File: config.mk
export PLATFORM = sky130hd
export DESIGN_NAME = hdl_tdm_demux_4ch
export DESIGN_NICKNAME = d
export VERILOG_FILES = /design/src/rtl/hdl_tdm_demux_4ch.sv
export SDC_FILE = /design/constraint.sdc
export NUM_CORES = 1
export LEC_CHECK = 0
export BUFFER_PORTS_ARGS = -buffer_cell sky130_fd_sc_hd__buf_2
export CORE_UTILIZATION = 40
export CTS_CLUSTER_SIZE = 25
export DETAILED_ROUTE_END_ITERATION = 8
export PLACE_DENSITY = 0.68
export SYNTH_ARGS = -nofsm -noshare
export SYNTH_HDL_FRONTEND = slang
export SYNTH_SLANG_ARGS = --single-unit
File: constraint.sdc
create_clock -name CLK -period 1.1 [get_ports CLK]
set_input_delay 0.11 -clock CLK [delete_from_list [all_inputs] [get_ports CLK]]
set_output_delay 0.11 -clock CLK [all_outputs]
set_load 0.02 [all_outputs]
File: src/rtl/hdl_tdm_demux_4ch.sv
// Receive-side TDM demultiplexer: regenerates the slot select from a SYNC marker,
// collects slots 0..2 in shadow registers and publishes all four channels together.
module hdl_tdm_demux_4ch #(
  parameter int unsigned WIDTH = 1
) (
  input  logic             CLK,
  input  logic             RST_N,
  input  logic [WIDTH-1:0] Y,
  input  logic             SYNC,
  input  logic             EN,
  output logic [WIDTH-1:0] D0,
  output logic [WIDTH-1:0] D1,
  output logic [WIDTH-1:0] D2,
  output logic [WIDTH-1:0] D3,
  output logic             S1,
  output logic             S0,
  output logic             FRAME_VALID,
  output logic             SYNC_ERR,
  output logic             LOCKED
);

  typedef enum logic {
    ST_HUNT   = 1'b0,
    ST_LOCKED = 1'b1
  } state_e;

  state_e           state_q, state_d;
  logic [1:0]       slot_q, slot_d;
  logic [WIDTH-1:0] sh0_q, sh0_d;
  logic [WIDTH-1:0] sh1_q, sh1_d;
  logic [WIDTH-1:0] sh2_q, sh2_d;
  logic [WIDTH-1:0] d0_q, d0_d;
  logic [WIDTH-1:0] d1_q, d1_d;
  logic [WIDTH-1:0] d2_q, d2_d;
  logic [WIDTH-1:0] d3_q, d3_d;
  logic             fv_q, fv_d;
  logic             err_q, err_d;

  always_ff @(posedge CLK) begin
    if (!RST_N) begin
      state_q <= ST_HUNT;
      slot_q  <= '0;
      sh0_q   <= '0;
      sh1_q   <= '0;
      sh2_q   <= '0;
      d0_q    <= '0;
      d1_q    <= '0;
      d2_q    <= '0;
      d3_q    <= '0;
      fv_q    <= 1'b0;
      err_q   <= 1'b0;
    end else begin
      state_q <= state_d;
      slot_q  <= slot_d;
      sh0_q   <= sh0_d;
      sh1_q   <= sh1_d;
      sh2_q   <= sh2_d;
      d0_q    <= d0_d;
      d1_q    <= d1_d;
      d2_q    <= d2_d;
      d3_q    <= d3_d;
      fv_q    <= fv_d;
      err_q   <= err_d;
    end
  end

  always_comb begin
    state_d = state_q;
    slot_d  = slot_q;
    sh0_d   = sh0_q;
    sh1_d   = sh1_q;
    sh2_d   = sh2_q;
    d0_d    = d0_q;
    d1_d    = d1_q;
    d2_d    = d2_q;
    d3_d    = d3_q;
    fv_d    = 1'b0;
    err_d   = 1'b0;
    if (EN) begin
      unique case (state_q)
        ST_HUNT: begin
          if (SYNC) begin
            sh0_d   = Y;
            slot_d  = 2'd1;
            state_d = ST_LOCKED;
          end
        end
        ST_LOCKED: begin
          if (slot_q == 2'd0) begin
            if (SYNC) begin
              sh0_d  = Y;
              slot_d = 2'd1;
            end else begin
              err_d   = 1'b1;
              state_d = ST_HUNT;
            end
          end else if (SYNC) begin
            // Early marker: abandon the partial frame and restart it at slot 0.
            err_d  = 1'b1;
            sh0_d  = Y;
            slot_d = 2'd1;
          end else begin
            unique case (slot_q)
              2'd1: sh1_d = Y;
              2'd2: sh2_d = Y;
              default: begin
                d0_d = sh0_q;
                d1_d = sh1_q;
                d2_d = sh2_q;
                d3_d = Y;
                fv_d = 1'b1;
              end
            endcase
            slot_d = slot_q + 2'd1;
          end
        end
        default: state_d = ST_HUNT;
      endcase
    end
  end

  always_comb begin
    D0          = d0_q;
    D1          = d1_q;
    D2          = d2_q;
    D3          = d3_q;
    S1          = slot_q[1];
    S0          = slot_q[0];
    FRAME_VALID = fv_q;
    SYNC_ERR    = err_q;
    LOCKED      = (state_q == ST_LOCKED);
  end

endmodule

==> run_results.csv <==
group,metric,value,unit
run_status,run_status,"finished, violations left",
run_status,failed_checks,"setup timing",
layout,syn2layout_area_growth,35.65,%
setup_path,timing_worst_setup_path_type,"register to register",
setup_path,largest_delay_share_family_worst_path,"flip-flops",
placement,port-buffer-count,13,
layout,num_antenna_cells,0,
clock_network,cts-root-to-sink-buffers,2,
layout,layout_cells_sized_above_1,42.67,%
grt,initial_antenna_violation_count,0,
grt,grt_max_degree,8,
layout,fillers,114,
placement,finalWeightedCongestion,0.7552,
floorplanning,top_level_ports,14,
setup_path,path_buf_inv,1,
sta,finalSetupViolCount,6,
logic_synthesis,synth.largest_area_cell,"sky130_fd_sc_hd__dfxtp_1",
clock_network,postCtsSetupBuffers,0,
routing,final_antenna_net_count,0,
pwr,power.net_switching,228.1,µW
grt,vias_in_the_first_global_route,376,
sta,post-route-worst-setup-slack,-0.06564,ns
setup_path,crit_path_max_incr_delay,0.38,ns
routing,drt-vias-per-instance,4.742,
setup_path,timing.critical_path.to_type,"register",
clock_network,cts-root-buf,"sky130_fd_sc_hd__clkbuf_4",
routing,vias,422,
layout,layout.cells.most_common,"sky130_fd_sc_hd__buf_2",
floorplanning,placeableCoreArea,1186,µm²
logic_synthesis,netlist.area_leader.share,44.44,%
clock_network,clock_insertion_delay_worst_skew,0.27,ns
setup_path,cp_cell_sequence,"inv_4 > ha_4 > nand3b_1 > xnor2_1 > a21oi_1",
pwr,pwr-share-comb,11.0,%
grt,overflow,0,
placement,dp_slack,-0.04154,ns
sta,max_freq,857.9,MHz
setup_path,worst_ep_required_time,1.27,ns
pwr,power.share.sequential,49.1,%
logic_synthesis,postSynthCellCount,55,
pwr,power_frac_clock,39.9,%
logic_synthesis,synth_warnings,0,
logic_synthesis,synth_cell_types,15,
sta,worst_slew_margin_rel,84.86,%
sta,final.setup_skew,0.004219,ns
pwr,p_leak,0.0003860,µW
placement,placed_cells_incl_taps,85,
sta,period_minus_slack,1.166,ns
flow_run,max-cap-violations,0,
floorplanning,die_boundary_height,38.76,µm
logic_synthesis,top_area_cells_in_the_synthesized_netlist,"sky130_fd_sc_hd__dfxtp_1 44%, sky130_fd_sc_hd__ha_1 14%, sky130_fd_sc_hd__mux2i_1 13%",
clock_network,cts_num_sinks,12,
logic_synthesis,synth_sequential_area_ratio,44.44,%
logic_synthesis,synth.cell_area,540.5,µm²
pwr,switching_share,24.98,%
layout,post_layout_nonfiller_instances,89,
floorplanning,die_area,1502,µm²
sta,hold_ws,0.06172,ns
floorplanning,chipWidth,38.76,µm
routing,firstDrtPassIters,4,
sta,grt_setup_unrepaired,"yes",
clock_network,cts-hold-fix-buffers,0,
setup_path,critPathMaxFanout,4,
setup_path,timing.critical_path.slowest_stage_cell,"sky130_fd_sc_hd__dfxtp_4",
worst_hold_path,holdCritPathClass,"input port to register",
layout,design.final.nets,87,
pwr,power_per_cell_area,1246,nW/µm²
clock_network,numCtsBuffers,3,
floorplanning,floorplan.initialDensity,45.57,%
routing,drt-wirelength-per-cell,11.47,µm
grt,met2_routing_resource_usage_after_global_routing,24.17,%
grt,met1_usage_grt,21.05,%
routing,route.detailed.drc,0,
sta,finalMaxSlewViolations,0,
routing,finalWirelength,1.021,mm
pwr,cell_internal_pwr,685.1,µW
grt,grt_most_used_layer,"met2",
routing,drt_first_iter_violations,5,
pwr,worst_ir_drop_vdd,0.7465,mV
layout,mostFrequentLayoutCells,"13 x sky130_fd_sc_hd__buf_2, 10 x sky130_fd_sc_hd__dfxtp_1, 7 x sky130_fd_sc_hd__nand2_1, 7 x sky130_fd_sc_hd__mux2i_1, 5 x sky130_fd_sc_hd__nor2_1",
clock_network,cts_max_level,1,
clock_network,tritoncts,"built",
setup_path,arrival_time_at_the_worst_endpoint,1.33,ns
logic_synthesis,syn-mean-instance-area,9.828,µm²
setup_path,critical_path_start_type,"register",
grt,global_route.usage.met3,3.468,%
floorplanning,rows,12,
sta,timing_worst_slew_pin_value,0.2268,ns
grt,first_pass_grt_wire_length,1.614,mm
sta,final_min_period_over_clock_period,106.0,%
clock_network,clk_transition_reported_paths,0.09,ns
grt,groute.usage.overall,16.67,%
logic_synthesis,synth_nets,66,
logic_synthesis,yosys_register_bits,12,
sta,number_of_hold_violations_in_the_final_report,0,
[cell families (layout without fill, tap and decap cells)]
logic type	Yosys count	in the layout	share of synthesized area [%]
adders and majority gates	6	6	13.89
buffers and inverters	5	25	3.473
muxes	7	7	12.96
DFF	12	12	44.44
and+or+nand+nor	20	20	19.45
AOI/OAI and AO/OA	4	4	4.166
xor gates and xnor gates	1	1	1.621
[area by class of cell]
type                       instances  area, µm²  area share (%)
clock buffer                       4      36.28           4.949
inverter                           5      23.77           3.242
multi-input combinational         38      320.3           43.69
sequential                        12      247.7           33.79
tap                               14      17.52           2.389
timing repair buffer              16      87.58           11.95
[metrics by stage]
| stage | utilization (%) | instance area [µm²] | power (µW) | TNS [ns] |
|---|---|---|---|---|
| after floorplan | - | 566.8 | 512.7 | -0.05700 |
| after global placement | 56.65 | 671.9 | 549.6 | -0.04271 |
| after detailed placement | 56.65 | 671.9 | 551.4 | -0.1791 |
| after CTS | 61.60 | 730.7 | 923.0 | -0.2043 |
| after global routing | 61.81 | 733.2 | 946.0 | -0.5597 |
| final | 61.81 | 733.2 | 913.2 | -0.1213 |
[final timing paths]
| check | start | endpoint | slack, ns | cells after the start |
|---|---|---|---|---|
| max reg2reg | slot_q[0]$_SDFFE_PN0P_ | slot_q[0]$_SDFFE_PN0P_ | -0.07 | 5 |
| min reg2reg | sh0_q$_SDFFE_PN0P_ | sh0_q$_SDFFE_PN0P_ | 0.45 | 2 |
| max | slot_q[0]$_SDFFE_PN0P_ | slot_q[0]$_SDFFE_PN0P_ | -0.07 | 5 |
| min | SYNC | FRAME_VALID$_SDFF_PP0_ | 0.06 | 2 |
[power groups by stage]
stage                     Clock [µW]  Sequential (µW)  Combinational, µW
final                            364              449                100
after global routing             381              450                115
after CTS                        373              449                102
after detailed placement           0              459               92.2
after global placement             0              459               91.0
after floorplan                    0              467               46.1
[state kept, by name (all words and copies together), names as in the netlist]
signal / cells
sh0_q: 1
LOCKED: 1
D3: 1
D2: 1
sh2_q: 1
slot_q: 2
D1: 1
SYNC_ERR: 1
FRAME_VALID: 1
D0: 1
sh1_q: 1
[per-layer routing]
metal / vias to the layer above / routed length [µm]
met1: 186 / 524
li1: 224 / -
met5: - / 0
met2: 10 / 438
met3: 2 / 47
met4: 0 / 11
[repair_timing]
action                     in CTS  in global routing
setup endpoints to repair       9                 10
gates resized for setup         5                  1
pin swaps                       1                  5
[Yosys cell counts]
cell,instances
sky130_fd_sc_hd__a211oi_1,1
sky130_fd_sc_hd__and2_4,1
sky130_fd_sc_hd__mux2i_1,7
sky130_fd_sc_hd__ha_1,6
sky130_fd_sc_hd__nand3_1,3
sky130_fd_sc_hd__xnor2_1,1
sky130_fd_sc_hd__nor4_1,1
sky130_fd_sc_hd__nor2_1,5
sky130_fd_sc_hd__inv_1,5
sky130_fd_sc_hd__a21oi_1,3
sky130_fd_sc_hd__dfxtp_1,12
sky130_fd_sc_hd__nand4b_2,1
sky130_fd_sc_hd__nand2_1,7
sky130_fd_sc_hd__and3_2,1
sky130_fd_sc_hd__nand3b_1,1
Power figures use the tool's default switching activity.
